`config.mk`:
```
export PLATFORM = sky130hd
export DESIGN_NAME = instr_fetch_buffer
export DESIGN_NICKNAME = d
export VERILOG_FILES = /design/src/rtl/instr_fetch_buffer.sv
export SDC_FILE = /design/constraint.sdc
export NUM_CORES = 1
export LEC_CHECK = 0
export ABC_CLOCK_PERIOD_IN_PS = 11100
export BUFFER_PORTS_ARGS = -buffer_cell sky130_fd_sc_hd__buf_2
export CORE_MARGIN = 2
export CORE_UTILIZATION = 50
export CTS_CLUSTER_DIAMETER = 40
export CTS_CLUSTER_SIZE = 30
export DETAILED_ROUTE_END_ITERATION = 10
export PLACE_DENSITY = 0.72
export SYNTH_ARGS = -nofsm -noshare
export SYNTH_HDL_FRONTEND = slang
export SYNTH_SLANG_ARGS = --single-unit
```
`constraint.sdc`:
```
create_clock -name clk -period 11.1 [get_ports clk]
set_input_delay 0.555 -clock clk [delete_from_list [all_inputs] [get_ports clk]]
set_output_delay 0.555 -clock clk [all_outputs]
set_load 0.005 [all_outputs]
```
`src/rtl/instr_fetch_buffer.sv`:
```
// Fetch stage in front of the L0 I-cache: line requests, line FIFO, 32-bit instruction stream, redirects.
// Optional FETCH_BUF_PERF_CNT_EN adds saturating stall/flush counters.
module instr_fetch_buffer #(
  parameter int unsigned LINE_WIDTH = 128,
  parameter int unsigned FIFO_DEPTH = 2,
  parameter logic [31:0] BOOT_ADDR  = 32'h0000_0000
) (
  input  logic                  clk,
  input  logic                  rst,
  input  logic                  fetch_en_i,
  input  logic                  branch_i,
  input  logic [31:0]           branch_addr_i,
  output logic                  instr_valid_o,
  input  logic                  instr_ready_i,
  output logic [31:0]           instr_rdata_o,
  output logic [31:0]           instr_addr_o,
  output logic                  cache_en_o,
  output logic [31:0]           cache_addr_o,
  input  logic                  cache_gnt_i,
  input  logic                  cache_rvalid_i,
  input  logic [LINE_WIDTH-1:0] cache_rdata_i
`ifdef FETCH_BUF_PERF_CNT_EN
  ,
  output logic [31:0]           perf_stall_cnt_o,
  output logic [31:0]           perf_flush_cnt_o
`endif
);

  localparam int unsigned WORDS = LINE_WIDTH / 32;
  localparam int unsigned OFFS  = $clog2(LINE_WIDTH / 8);
  localparam int unsigned WIDX  = OFFS - 2;
  localparam int unsigned PTRW  = $clog2(FIFO_DEPTH);
  localparam logic [31:0]     LINE_BYTES = 32'(LINE_WIDTH / 8);
  localparam logic [WIDX-1:0] LAST_WORD  = WIDX'(WORDS - 1);
  localparam logic [PTRW:0]   DEPTH_C    = (PTRW + 1)'(FIFO_DEPTH);

  // state       | meaning
  // IDLE        | no request pending, may request
  // WAIT_GNT    | cache_en_o held, waiting for grant
  // WAIT_RVALID | one request granted, line not yet returned
  typedef enum logic [1:0] {IDLE, WAIT_GNT, WAIT_RVALID} req_state_e;

  req_state_e state_q, state_d;
  logic       outstanding;

  logic                  discard_q, discard_d;
  logic                  first_q, first_d;
  logic [31:0]           next_line_q, next_line_d;
  logic [WIDX-1:0]       start_word_q, start_word_d;
  logic [WIDX-1:0]       rd_word_q, rd_word_d;
  logic [PTRW-1:0]       rd_ptr_q, rd_ptr_d;
  logic [PTRW-1:0]       wr_ptr_q, wr_ptr_d;
  logic [PTRW:0]         count_q, count_d;
  logic [LINE_WIDTH-1:0] line_q  [FIFO_DEPTH];
  logic [31:0]           laddr_q [FIFO_DEPTH];

  logic                  req_fire, push, accept, pop;
  logic [LINE_WIDTH-1:0] head_line;

  always_ff @(posedge clk or posedge rst) begin
    if (rst) state_q <= IDLE;
    else     state_q <= state_d;
  end

  always_comb begin
    state_d = state_q;
    case (state_q)
      IDLE, WAIT_GNT: begin
        if (req_fire)        state_d = WAIT_RVALID;
        else if (cache_en_o) state_d = WAIT_GNT;
        else                 state_d = IDLE;
      end
      WAIT_RVALID: if (cache_rvalid_i) state_d = IDLE;
      default: state_d = IDLE;
    endcase
  end

  always_comb begin
    outstanding  = (state_q == WAIT_RVALID);
    cache_en_o   = fetch_en_i & ~branch_i & ~outstanding & (count_q < DEPTH_C);
    cache_addr_o = next_line_q;
  end

  assign req_fire      = cache_en_o & cache_gnt_i;
  assign push          = cache_rvalid_i & ~discard_q & ~branch_i;
  assign instr_valid_o = (count_q != '0) & ~branch_i;
  assign accept        = instr_valid_o & instr_ready_i;
  assign pop           = accept & (rd_word_q == LAST_WORD);

  assign head_line     = line_q[rd_ptr_q];
  assign instr_rdata_o = head_line[{rd_word_q, 5'b0} +: 32];
  assign instr_addr_o  = laddr_q[rd_ptr_q] + {{(30 - WIDX){1'b0}}, rd_word_q, 2'b00};

  always_comb begin
    discard_d    = discard_q;
    first_d      = first_q;
    next_line_d  = next_line_q;
    start_word_d = start_word_q;
    rd_word_d    = rd_word_q;
    rd_ptr_d     = rd_ptr_q;
    wr_ptr_d     = wr_ptr_q;
    count_d      = count_q;
    if (branch_i) begin
      count_d      = '0;
      rd_ptr_d     = '0;
      wr_ptr_d     = '0;
      rd_word_d    = '0;
      first_d      = 1'b1;
      start_word_d = branch_addr_i[OFFS-1:2];
      next_line_d  = {branch_addr_i[31:OFFS], {OFFS{1'b0}}};
      // A line already in flight belongs to the old path and must be dropped on return.
      if (cache_rvalid_i)   discard_d = 1'b0;
      else if (outstanding) discard_d = 1'b1;
    end else begin
      if (req_fire) next_line_d = next_line_q + LINE_BYTES;
      if (cache_rvalid_i && discard_q) discard_d = 1'b0;
      if (accept) begin
        if (pop) begin
          rd_word_d = '0;
          rd_ptr_d  = rd_ptr_q + 1'b1;
        end else begin
          rd_word_d = rd_word_q + 1'b1;
        end
      end
      if (push) begin
        wr_ptr_d = wr_ptr_q + 1'b1;
        // The first line of a new path lands in an empty FIFO, so no pop can collide here.
        if (first_q) begin
          rd_word_d = start_word_q;
          first_d   = 1'b0;
        end
      end
      case ({push, pop})
        2'b10:   count_d = count_q + 1'b1;
        2'b01:   count_d = count_q - 1'b1;
        default: count_d = count_q;
      endcase
    end
  end

  always_ff @(posedge clk or posedge rst) begin
    if (rst) begin
      discard_q    <= 1'b0;
      first_q      <= 1'b1;
      next_line_q  <= {BOOT_ADDR[31:OFFS], {OFFS{1'b0}}};
      start_word_q <= BOOT_ADDR[OFFS-1:2];
      rd_word_q    <= '0;
      rd_ptr_q     <= '0;
      wr_ptr_q     <= '0;
      count_q      <= '0;
      for (int i = 0; i < int'(FIFO_DEPTH); i++) begin
        line_q[i]  <= '0;
        laddr_q[i] <= '0;
      end
    end else begin
      discard_q    <= discard_d;
      first_q      <= first_d;
      next_line_q  <= next_line_d;
      start_word_q <= start_word_d;
      rd_word_q    <= rd_word_d;
      rd_ptr_q     <= rd_ptr_d;
      wr_ptr_q     <= wr_ptr_d;
      count_q      <= count_d;
      // next_line has already advanced past the granted line, so the returning line is one behind.
      if (push) begin
        line_q[wr_ptr_q]  <= cache_rdata_i;
        laddr_q[wr_ptr_q] <= next_line_q - LINE_BYTES;
      end
    end
  end

`ifdef FETCH_BUF_PERF_CNT_EN
  logic [31:0] stall_cnt_q, flush_cnt_q;

  always_ff @(posedge clk or posedge rst) begin
    if (rst) begin
      stall_cnt_q <= '0;
      flush_cnt_q <= '0;
    end else begin
      if (instr_ready_i && !instr_valid_o && stall_cnt_q != 32'hFFFF_FFFF)
        stall_cnt_q <= stall_cnt_q + 1'b1;
      if (branch_i && (count_q != '0 || outstanding) && flush_cnt_q != 32'hFFFF_FFFF)
        flush_cnt_q <= flush_cnt_q + 1'b1;
    end
  end

  assign perf_stall_cnt_o = stall_cnt_q;
  assign perf_flush_cnt_o = flush_cnt_q;
`endif

endmodule
```
==> impl_results.md, run 1 <==
* Drt drc at 0
* Worst skew pair latency at 550 ps
* Number of gates resized after CTS at 0
* Total grt overflow at 0
* Share of the synthesized area in the top cell type at 0.519
* Buffers on Ports at 256
* DR WL/cell at 19.4 um
* CTS tree: built
* Total GRT Usage at 0.220
* Largest net degree at the start of global routing at 133
* Syn-to-layout area delta at 19.3%
* Placer Congestion at 0.837
* Final period util at 0.346
* Post-CTS Setup Repair Bufs at 0
* Pwr dens at 219 mW/mm2
* Slew margin rel. at 0.332
* First-pass GRT wire length at 62.1 mm
* Top post-synthesis cells by count: dfrtp_1, mux2_2, nor2_1
* Multi-input logic area at 0.00760 mm2
* Vias per cell at 5.64
* Fin. Hold Viols at 0
* Die ar. at 0.0353 mm2
* Register bit total from synthesis at 352
* # placed instances at 1896
* Crit end category: flip-flop
* Post-route setup TNS at 0 ps
* # fillers at 2639
* Count leader, synth: dfrtp_1
* Peak VDD IR at 0.147 mV
* HP Class: input port to async pin
* Final Setup Violations at 0
* Chip height at 188 um
* CTS buffer count at 49
* Die W at 188 um
* I/O pin cnt at 265
* Largest family of logic cells by synthesized area: multiplexers
* Clock transition at path regs at 60 ps
* Drt first pass iters at 5
* Worst setup SP type: flip-flop
* Synth top area cells: dfrtp_1, mux2_2, mux4_2, a21oi_1, nor2_1
* Nets@finish at 1670
* Post-synthesis adder-cell area fraction at 0.00296
* Final min period at 3840 ps
* Fin cells at 1996
* DR iter-0 viols at 467
* Fmax achieved at 261 MHz
* EDFF count, synth at 0
* Seq/Total Area, Yosys at 0.521
* Total area of sequential cells at 0.00882 mm2
* Total Wirelength at 38.7 mm
* Outcome: completed
* CTS H-tree lvls at 2
* DR vias at 11300
* Pleak at 8.45 nW
* Yosys cell types at 58
* Syn Inst Count at 1272
* Final ANT Viol Nets at 0
* Yosys warns at 0
* Mapped cell area at 0.0169 mm2
* Initial antenna violation count at 9
* XOR/XNOR share of the synthesized area at 0.0238
* CTS root buf: clkbuf_16
* Worst EP required at 11520 ps
* Simple-Gate Fraction of Synth Area at 0.0758
* Synth Area in Compound Gates at 0.0456
* # rows at 67
* Cts hold-fix bufs at 0
* RSZ-0062 raised after global routing: no
* Share of cells above drive strength 1 at 0.484
* Mux contribution to synthesized area at 0.299
* CP max FO at 86
* Ys flop type: dfrtp_1
* Skew final at 22.0 ps
* Initial Util at 0.506
* Max-slew violations at 0
* Async set-reset flop share out of synthesis at 1.00
* Yosys top cell by area: dfrtp_1
* Core area at 0.0334 mm2
* HPWL Detailed at 25.6 mm
* Tightest Pin Transition at 1000 ps
* Setup CP Type: flip-flop to flip-flop
* Max Cap Viol at 0
* Vias in the first global route at 11600
* CTS Sinks at 352
* Worst-case clock buffer depth at 3
* Arr. time, crit path at 4260 ps
* Mapped Avg Cell Area at 13.3 um2
[worst max-delay path: stages (launching register included)]
cell and delay (ps):
dfrtp_1 370, nand2b_1 210, nor2_1 420, and2_4 580, buf_4 830, buf_4 810, mux2_2 420
[layout by cell type (no fill, tap or decap), types with 13 or more instances in the layout]
| cell | count |
|---|---|
| a21oi_1 | 65 |
| buf_2 | 256 |
| clkbuf_16 | 51 |
| dfrtp_1 | 348 |
| mux2_2 | 305 |
| mux2i_1 | 18 |
| mux4_2 | 64 |
| nand2_1 | 47 |
| nand3_1 | 34 |
| nand4_1 | 13 |
| nor2_1 | 82 |
| nor3_1 | 15 |
| o21ai_0 | 21 |
| xnor2_1 | 31 |
| xor2_1 | 15 |
[layout make-up]
type / count / share of cell area
multi-input combinational: 820 / 0.377
antenna: 9 / 0.00112
sequential: 352 / 0.437
tap: 448 / 0.0278
inverter: 8 / 0.00186
clock buffer: 62 / 0.0683
clock inverter: 29 / 0.0193
timing repair buffer: 268 / 0.0680
[state kept, by name (all words and copies together), names as in the netlist]
| name | cells |
|---|---|
| state_q | 2 |
| start_word_q | 2 |
| count_q | 2 |
| laddr_q | 56 |
| wr_ptr_q | 1 |
| line_q | 256 |
| rd_ptr_q | 1 |
| first_q | 1 |
| rd_word_q | 2 |
| cache_addr_o | 28 |
| discard_q | 1 |
[logic make-up after synthesis]
family                     after synthesis
and+or+nand+nor                        248
AOI/OAI and AO/OA                      128
muxes                                  387
adders and majority gates                4
buffers and inverters                  106
DFF                                    352
other                                    1
xor gates and xnor gates                46
[metal layers]
layer | up-vias | wire length, um | global-route usage
met3 | 71 | 2660 | 0.0479
met1 | 5659 | 16500 | 0.296
met4 | 2 | 1140 | 0.0815
li1 | 5137 | - | -
met5 | - | 18 | 0
met2 | 384 | 18400 | 0.352
[path summary, 6_finish.rpt]
check	startpoint	to	slack, ps	depth (start not counted)
max	discard_q	line_q[72]	7260	6
min	rst	line_q[91]	140	2
max reg2reg	discard_q	line_q[72]	7260	6
min reg2reg	state_q[1]	state_q[0]	480	1
max in group asynchronous	rst	line_q[162]	8420	4
min in group clk	cache_rvalid_i	discard_q	180	2
[power by group]
part           leakage (nW)  switching (mW)  internal, mW
logic                  3.44           0.341         0.532
clock network         0.852           0.594          1.05
registers              4.16           0.232          1.66
[through the flow]
| step | power [mW] | utilization | hold WS (ps) | worst slack, ps | area, um2 |
|---|---|---|---|---|---|
| final | 4.41 | 0.603 | 139 | 7260 | 20200 |
| after global routing | 4.63 | 0.603 | 167 | 6990 | 20200 |
| after CTS | 4.46 | 0.602 | 152 | 7190 | 20200 |
| after detailed placement | 2.79 | 0.550 | 452 | 6830 | 18400 |
| after global placement | 2.73 | 0.550 | 458 | 6870 | 18400 |
| after floorplan | 2.50 | - | 429 | 783 | 16900 |
Note: power is estimated with default switching activity, not from simulation.
==> inputs of run 2 (changes only) <==
--- a/config.mk
+++ b/config.mk
@@ -5,14 +5,14 @@
 export SDC_FILE = /design/constraint.sdc
 export NUM_CORES = 1
 export LEC_CHECK = 0
-export ABC_CLOCK_PERIOD_IN_PS = 11100
+export ABC_CLOCK_PERIOD_IN_PS = 3100
 export BUFFER_PORTS_ARGS = -buffer_cell sky130_fd_sc_hd__buf_2
 export CORE_MARGIN = 2
 export CORE_UTILIZATION = 50
 export CTS_CLUSTER_DIAMETER = 40
 export CTS_CLUSTER_SIZE = 30
 export DETAILED_ROUTE_END_ITERATION = 10
-export PLACE_DENSITY = 0.72
+export PLACE_DENSITY = 0.75
 export SYNTH_ARGS = -nofsm -noshare
 export SYNTH_HDL_FRONTEND = slang
 export SYNTH_SLANG_ARGS = --single-unit
==> constraint.sdc (replaced) <==
create_clock -name clk -period 3.1 [get_ports clk]
set_input_delay 0.155 -clock clk [delete_from_list [all_inputs] [get_ports clk]]
set_output_delay 0.155 -clock clk [all_outputs]
set_load 0.005 [all_outputs]
==> run 2 against run 1 <==
  * Via count up 9.4%
  * Sequential share of layout area down 3.7 points
  * Cell count up 9.0%
  * Flip-flop and latch count unchanged
  * Final area up 9.2%
  * Critical path type is now flip-flop to output port
==> impl_results.md, run 2 (synthesis results as in run 1) <==
* Clk pwr share at 0.362 (-0.011)
* Finished Cell Area at 0.0220 mm2 (+9.2%)
* Pleak at 9.22 nW (+9.2%)
* Vias in the first global route at 13100 (+14%)
* Crit end category: output port
* GR Util met3 at 0.0556 (+0.00767)
* Total GRT Usage at 0.251 (+0.0315)
* Placer Congestion at 0.900 (+7.5%)
* Die ar. at 0.0353 mm2 (unchanged)
* Met2 usage at 0.421 (+0.0688)
* Arr. time, crit path at 2570 ps (-1690 ps)
* Final Setup Violations at 0 (unchanged)
* # placed instances at 1911 (+0.79%)
* Pwr dens at 730 mW/mm2 (+230%)
* Max-slew violations at 0 (unchanged)
* Max Cap Viol at 0 (unchanged)
* Sw Ratio at 0.278 (+0.0131)
* Most flop-heavy register: line_q
* Fin cells at 2176 (+9.0%)
* Number of gates resized after CTS at 0 (unchanged)
* GR peak layer: met2
* CTS H-tree lvls at 2 (unchanged)
* Peak VDD IR at 0.467 mV (+220%)
* DR vias at 12300 (+9.4%)
* HP Class: input port to flip-flop
* # rows at 67 (unchanged)
* CP max FO at 23 (-73%)
* First-pass GRT wire length at 70.8 mm (+14%)
* DR WL/cell at 20.2 um (+4.3%)
* Nets@finish at 1851 (+11%)
* Die W at 188 um (unchanged)
* I/O pin cnt at 265 (unchanged)
* Share of total power in sequential cells at 0.425 (-0.004)
* Chip height at 188 um (unchanged)
* Largest net degree at the start of global routing at 118 (-11%)
* Fmax achieved at 367 MHz
* Drt drc at 0 (unchanged)
* Largest register FFs at 256 (unchanged)
* HPWL Detailed at 26.1 mm (+2.0%)
* Worst-case clock buffer depth at 3 (unchanged)
* Initial antenna violation count at 6 (-3)
* Drt first pass iters at 5 (unchanged)
* Final ANT Viol Nets at 0 (unchanged)
* Syn-to-layout area delta at 30.3%
* Worst skew pair latency at 590 ps (+40 ps)
* Smallest hold slack at 56.6 ps (-82.3 ps)
* Pint at 11.6 mW (+260%)
* Share of cells above drive strength 1 at 0.443 (-0.0407)
* Outcome: completed
* Total grt overflow at 0 (unchanged)
* Tightest Pin Transition at 739 ps (-263 ps)
* Buffers on Ports at 256 (unchanged)
* Post-route setup TNS at 0 ps (unchanged)
* DR iter-0 viols at 682 (+46%)
* Met1 usage at 0.317 (+0.0213)
* Most frequent cells in the layout: dfrtp_1, mux2_2, buf_2
* Placed inst area at 0.0186 mm2 (+1.4%)
* Setup CP Type: flip-flop to output port
* RSZ-0062 raised after global routing: no
* Worst setup SP type: flip-flop
* CTS root buf: clkbuf_16
* Fin. Hold Viols at 0 (unchanged)
* Final min period at 2730 ps
* Net Sw Power at 4.47 mW (+280%)
* CTS tree: built
* Skew final at 26.1 ps (+4.15 ps)
* Gate power share at 0.213 (+0.015)
* Final period util at 0.879
* Post-layout util at 0.659 (+0.0557)
* Most common cell after layout, fill and taps aside: dfrtp_1
* CTS buffer count at 51 (+4.1%)
* Clock transition at path regs at 60 ps (about the same)
* Total Wirelength at 43.9 mm (+14%)
* Slew margin rel. at 0.508 (+0.176)
* Worst EP required at 2940 ps (-8580 ps)
* Initial Util at 0.506 (unchanged)
* Core area at 0.0334 mm2 (unchanged)
* CTS Sinks at 352 (unchanged)
* Vias per cell at 5.66 (+0.38%)
[run 2: path summary, 6_finish.rpt]
path,startpoint,end,slack [ps],cells after the start
min in group asynchronous,rst,line_q[156],250,3
max in group asynchronous,rst,line_q[130],1750,4
worst max-delay path,rd_word_q[0],instr_rdata_o[20],370,4
worst min register to register,first_q,first_q,490,2
worst min-delay path,instr_ready_i,count_q[1],60,4
worst max register to register,discard_q,line_q[120],710,5
[run 2: repair_timing]
| item | CTS | global route |
|---|---|---|
| endpoints found under the hold margin | 319 | 0 |
| endpoints found under the setup margin | 0 | 0 |
| buffers inserted | 0 | 0 |
| hold buffers | 164 | 0 |
[run 2: per-stage QoR]
stage,setup WS [ps],power [mW]
floorplan,-1770,8.94
global placement,776,9.82
detailed placement,732,10.0
CTS,310,16.1
global route,260,16.8
finish,375,16.1
[run 2: worst max-delay path: stages, from the launching register on]
cell and delay (ps):
dfrtp_4 760, buf_4 270, mux4_2 530, mux2_2 280
buf_2 150
[run 2: routing by layer]
metal / vias to the layer above / wire [um] / share of wire
met3: 103 / 2890 / 0.066
met5: - / 13 / 0.00030
met2: 481 / 22000 / 0.50
met1: 6236 / 17500 / 0.40
met4: 2 / 1490 / 0.034
li1: 5493 / - / -
[run 2: layout make-up]
| type | instances | area, um2 |
|---|---|---|
| diodes | 7 | 17.5 |
| clock buffers | 61 | 1360 |
| clock inverters | 33 | 370 |
| fillers | 2281 | 11400 |
| inverters | 8 | 33.8 |
| multi-input cells | 820 | 7600 |
| flip-flops and latches | 352 | 8820 |
| well taps | 448 | 561 |
| repair buffers | 447 | 3280 |
[run 2: power by group through the flow]
stage                     clock network [mW]  registers [mW]  logic (mW)
after global placement                     0            6.74        3.08
after floorplan                            0            6.51        2.43
after CTS                               5.91            6.77        3.40
after detailed placement                   0            6.84        3.19
after global routing                    6.08            7.00        3.72
final                                   5.82            6.83        3.43
==> inputs of run 3 (changes only) <==
--- a/config.mk
+++ b/config.mk
@@ -5,7 +5,6 @@
 export SDC_FILE = /design/constraint.sdc
 export NUM_CORES = 1
 export LEC_CHECK = 0
-export ABC_CLOCK_PERIOD_IN_PS = 3100
 export BUFFER_PORTS_ARGS = -buffer_cell sky130_fd_sc_hd__buf_2
 export CORE_MARGIN = 2
 export CORE_UTILIZATION = 50
==> constraint.sdc (replaced) <==
create_clock -name clk -period 2.5 [get_ports clk]
set_input_delay 0.125 -clock clk [delete_from_list [all_inputs] [get_ports clk]]
set_output_delay 0.125 -clock clk [all_outputs]
set_load 0.005 [all_outputs]
==> run 3 against run 2 <==
  * Combinational power grew 31%
  * Global-route usage grew 0.52 points
  * Largest power group unchanged
  * Clock power grew 29%
  * Clock-buffer cell count shrank 5
  * Setup slack lost 310 ps
  * Clock skew shrank 8.0 ps
  * Critical path type unchanged
  * Register-to-register slack lost 480 ps
  * Critical path depth grew 1
  * Worst hold slack gained 27 ps
  * Power grew 27%
  * Sequential power grew 23%
  * Non-clock buffer count grew 34
==> impl_results.md, run 3 (synthesis results as in run 1) <==
* Outcome: completed
* Crit. Startpoint: rd_word_q[0]
* Internal reg-to-reg setup slack at 230 ps (-480 ps)
* DR vias at 12500 (+1.6%)
* Pint at 14.7 mW (+26%)
* HPWL Detailed at 27.1 mm (+4.0%)
* Post-layout util at 0.672 (+0.0134)
* Vias per cell at 5.68 (+0.31%)
* Final ANT Viol Nets at 0 (unchanged)
* Net Sw Power at 5.68 mW (+27%)
* Pwr dens at 906 mW/mm2 (+24%)
* First-pass GRT wire length at 71.5 mm (+1.0%)
* Fin. Hold Viols at 0 (unchanged)
* Setup CP Type: flip-flop to output port
* CTS H-tree lvls at 2 (unchanged)
* Most frequent cells in the layout: dfrtp_1, mux2_2, buf_2
* Share of cells above drive strength 1 at 0.455 (+0.0119)
* Most flop-heavy register: line_q
* Share of total power in sequential cells at 0.411 (-0.014)
* Chip height at 188 um (unchanged)
* Syn-to-layout area delta at 32.9%
* CTS buffer count at 49 (-3.9%)
* Largest register FFs at 256 (unchanged)
* Slew margin rel. at 0.382 (-0.126)
* # rows at 67 (unchanged)
* Fmax achieved at 411 MHz
* Total Wirelength at 44.9 mm (+2.2%)
* Worst setup SP type: flip-flop
* Placer Congestion at 0.896 (-0.49%)
* Initial antenna violation count at 3 (-3)
* Pleak at 9.48 nW (+2.8%)
* Crit path largest cell delay at 550 ps (-210 ps)
* Sw Ratio at 0.279 (+0.00104)
* Arr. time, crit path at 2310 ps (-260 ps)
* DR iter-0 viols at 710 (+4.1%)
* Core area at 0.0334 mm2 (unchanged)
* Max-slew violations at 0 (unchanged)
* Crit end category: output port
* Die W at 188 um (unchanged)
* Worst r2r src: cache_addr_o[19]
* Most common cell after layout, fill and taps aside: dfrtp_1
* # fillers at 2300 (+0.83%)
* Worst EP required at 2380 ps (-560 ps)
* Total grt overflow at 0 (unchanged)
* CTS root buf: clkbuf_16
* CTS tree: built
* I/O pin cnt at 265 (unchanged)
* Peak VDD IR at 0.594 mV (+27%)
* Buffers on Ports at 256 (unchanged)
* Finished Cell Area at 0.0225 mm2 (+2.0%)
* Worst skew pair latency at 580 ps (about the same)
* Max Cap Viol at 0 (unchanged)
* Final min period at 2430 ps
* Die ar. at 0.0353 mm2 (unchanged)
* Clock transition at path regs at 60 ps (about the same)
* Dpl ws at 233 ps (-499 ps)
* Crit-path slowest cell: mux4_2
* R2R Path End: laddr_q[62]
* CP most frequent cell: buf_12
* Largest net degree at the start of global routing at 120 (+1.7%)
* Tightest Pin Transition at 924 ps (+185 ps)
* Worst setup path endpoint: instr_rdata_o[29]
* HP Class: input port to flip-flop
* Placed inst area at 0.0189 mm2 (+1.5%)
* CTS Sinks at 352 (unchanged)
* Drt drc at 0 (unchanged)
* DR WL/cell at 20.4 um (+0.93%)
* Final Setup Violations at 0 (unchanged)
* Final period util at 0.973
* Clk pwr share at 0.368 (+0.006)
* Worst r2r path cells at 5 (unchanged)
* Total GRT Usage at 0.256 (+0.00518)
* Initial Util at 0.506 (unchanged)
* Skew final at 18.2 ps (-7.96 ps)
* CP Cell Sequence: buf_12 > buf_12 > mux4_2 > mux2_2 > buf_2
* Vias in the first global route at 13200 (+0.16%)
* Worst-case clock buffer depth at 3 (unchanged)
* Gate power share at 0.220 (+0.007)
* Setup WS post-layout at 68.2 ps (-306 ps)
* Drt first pass iters at 6 (+1)
* CP max FO at 12 (-48%)
* RSZ-0062 raised after global routing: no
* Nets@finish at 1883 (+1.7%)
run 3: layer usage:
metal / vias to the layer above / GRT usage / wire [um]
met1: 6308 / 0.325 / 18200
li1: 5578 / - / -
met4: 2 / 0.102 / 1710
met5: - / 0 / 14
met3: 113 / 0.0646 / 3050
met2: 506 / 0.424 / 21900
run 3: repair_timing:
item / in CTS / in global routing
hold endpoints to repair: 615 / 0
hold buffers: 164 / 0
endpoints found under the setup margin: 30 / 12
gates resized for setup: 0 / 3
buffers inserted: 3 / 1
gates cloned: 0 / 2
run 3: final cells by class:
class / count / area (um2) / area share
inverter: 8 / 33.8 / 0.00150
sequential: 352 / 8820 / 0.392
antenna: 2 / 5.00 / 0.000223
clock inverter: 36 / 458 / 0.0204
timing repair buffer: 481 / 3680 / 0.164
clock buffer: 56 / 1330 / 0.0589
multi-input combinational: 820 / 7600 / 0.338
tap: 448 / 561 / 0.0249
run 3: worst max-delay path: cells and delay by family (launching register included):
family / cells / cell delay, ps
flip-flops: 1 / 410
multiplexers: 2 / 840
buffers and inverters: 3 / 490
run 3: how the worst min path moves through the flow:
stage	from	to	slack, ps	depth (start not counted)
after CTS	fetch_en_i	cache_addr_o[30]	50	4
final	fetch_en_i	cache_addr_o[30]	80	4
after floorplan	cache_rvalid_i	discard_q	190	1
after detailed placement	rst	line_q[253]	250	3
after global placement	rst	line_q[124]	240	3
after global routing	fetch_en_i	cache_addr_o[30]	70	4
run 3: power groups by stage:
stage          Clock [mW]  Combinational (mW)  Sequential (mW)
2_1_floorplan           0                3.02             8.07
3_3_place_gp            0                3.99             8.28
3_5_place_dp            0                4.13             8.41
4_1_cts              7.60                4.40             8.31
5_1_grt              7.88                4.85             8.58
6_report             7.50                4.49             8.38
run 3: per-stage QoR:
stage          total power [mW]  setup TNS [ps]  std cells  hold slack, ps
2_1_floorplan              11.1         -821890       1278             190
3_3_place_gp               12.3               0       1939             240
3_5_place_dp               12.5               0       1939             247
4_1_cts                    20.3               0       2198            51.4
5_1_grt                    21.3               0       2203            73.9
6_report                   20.4               0       2203            83.3
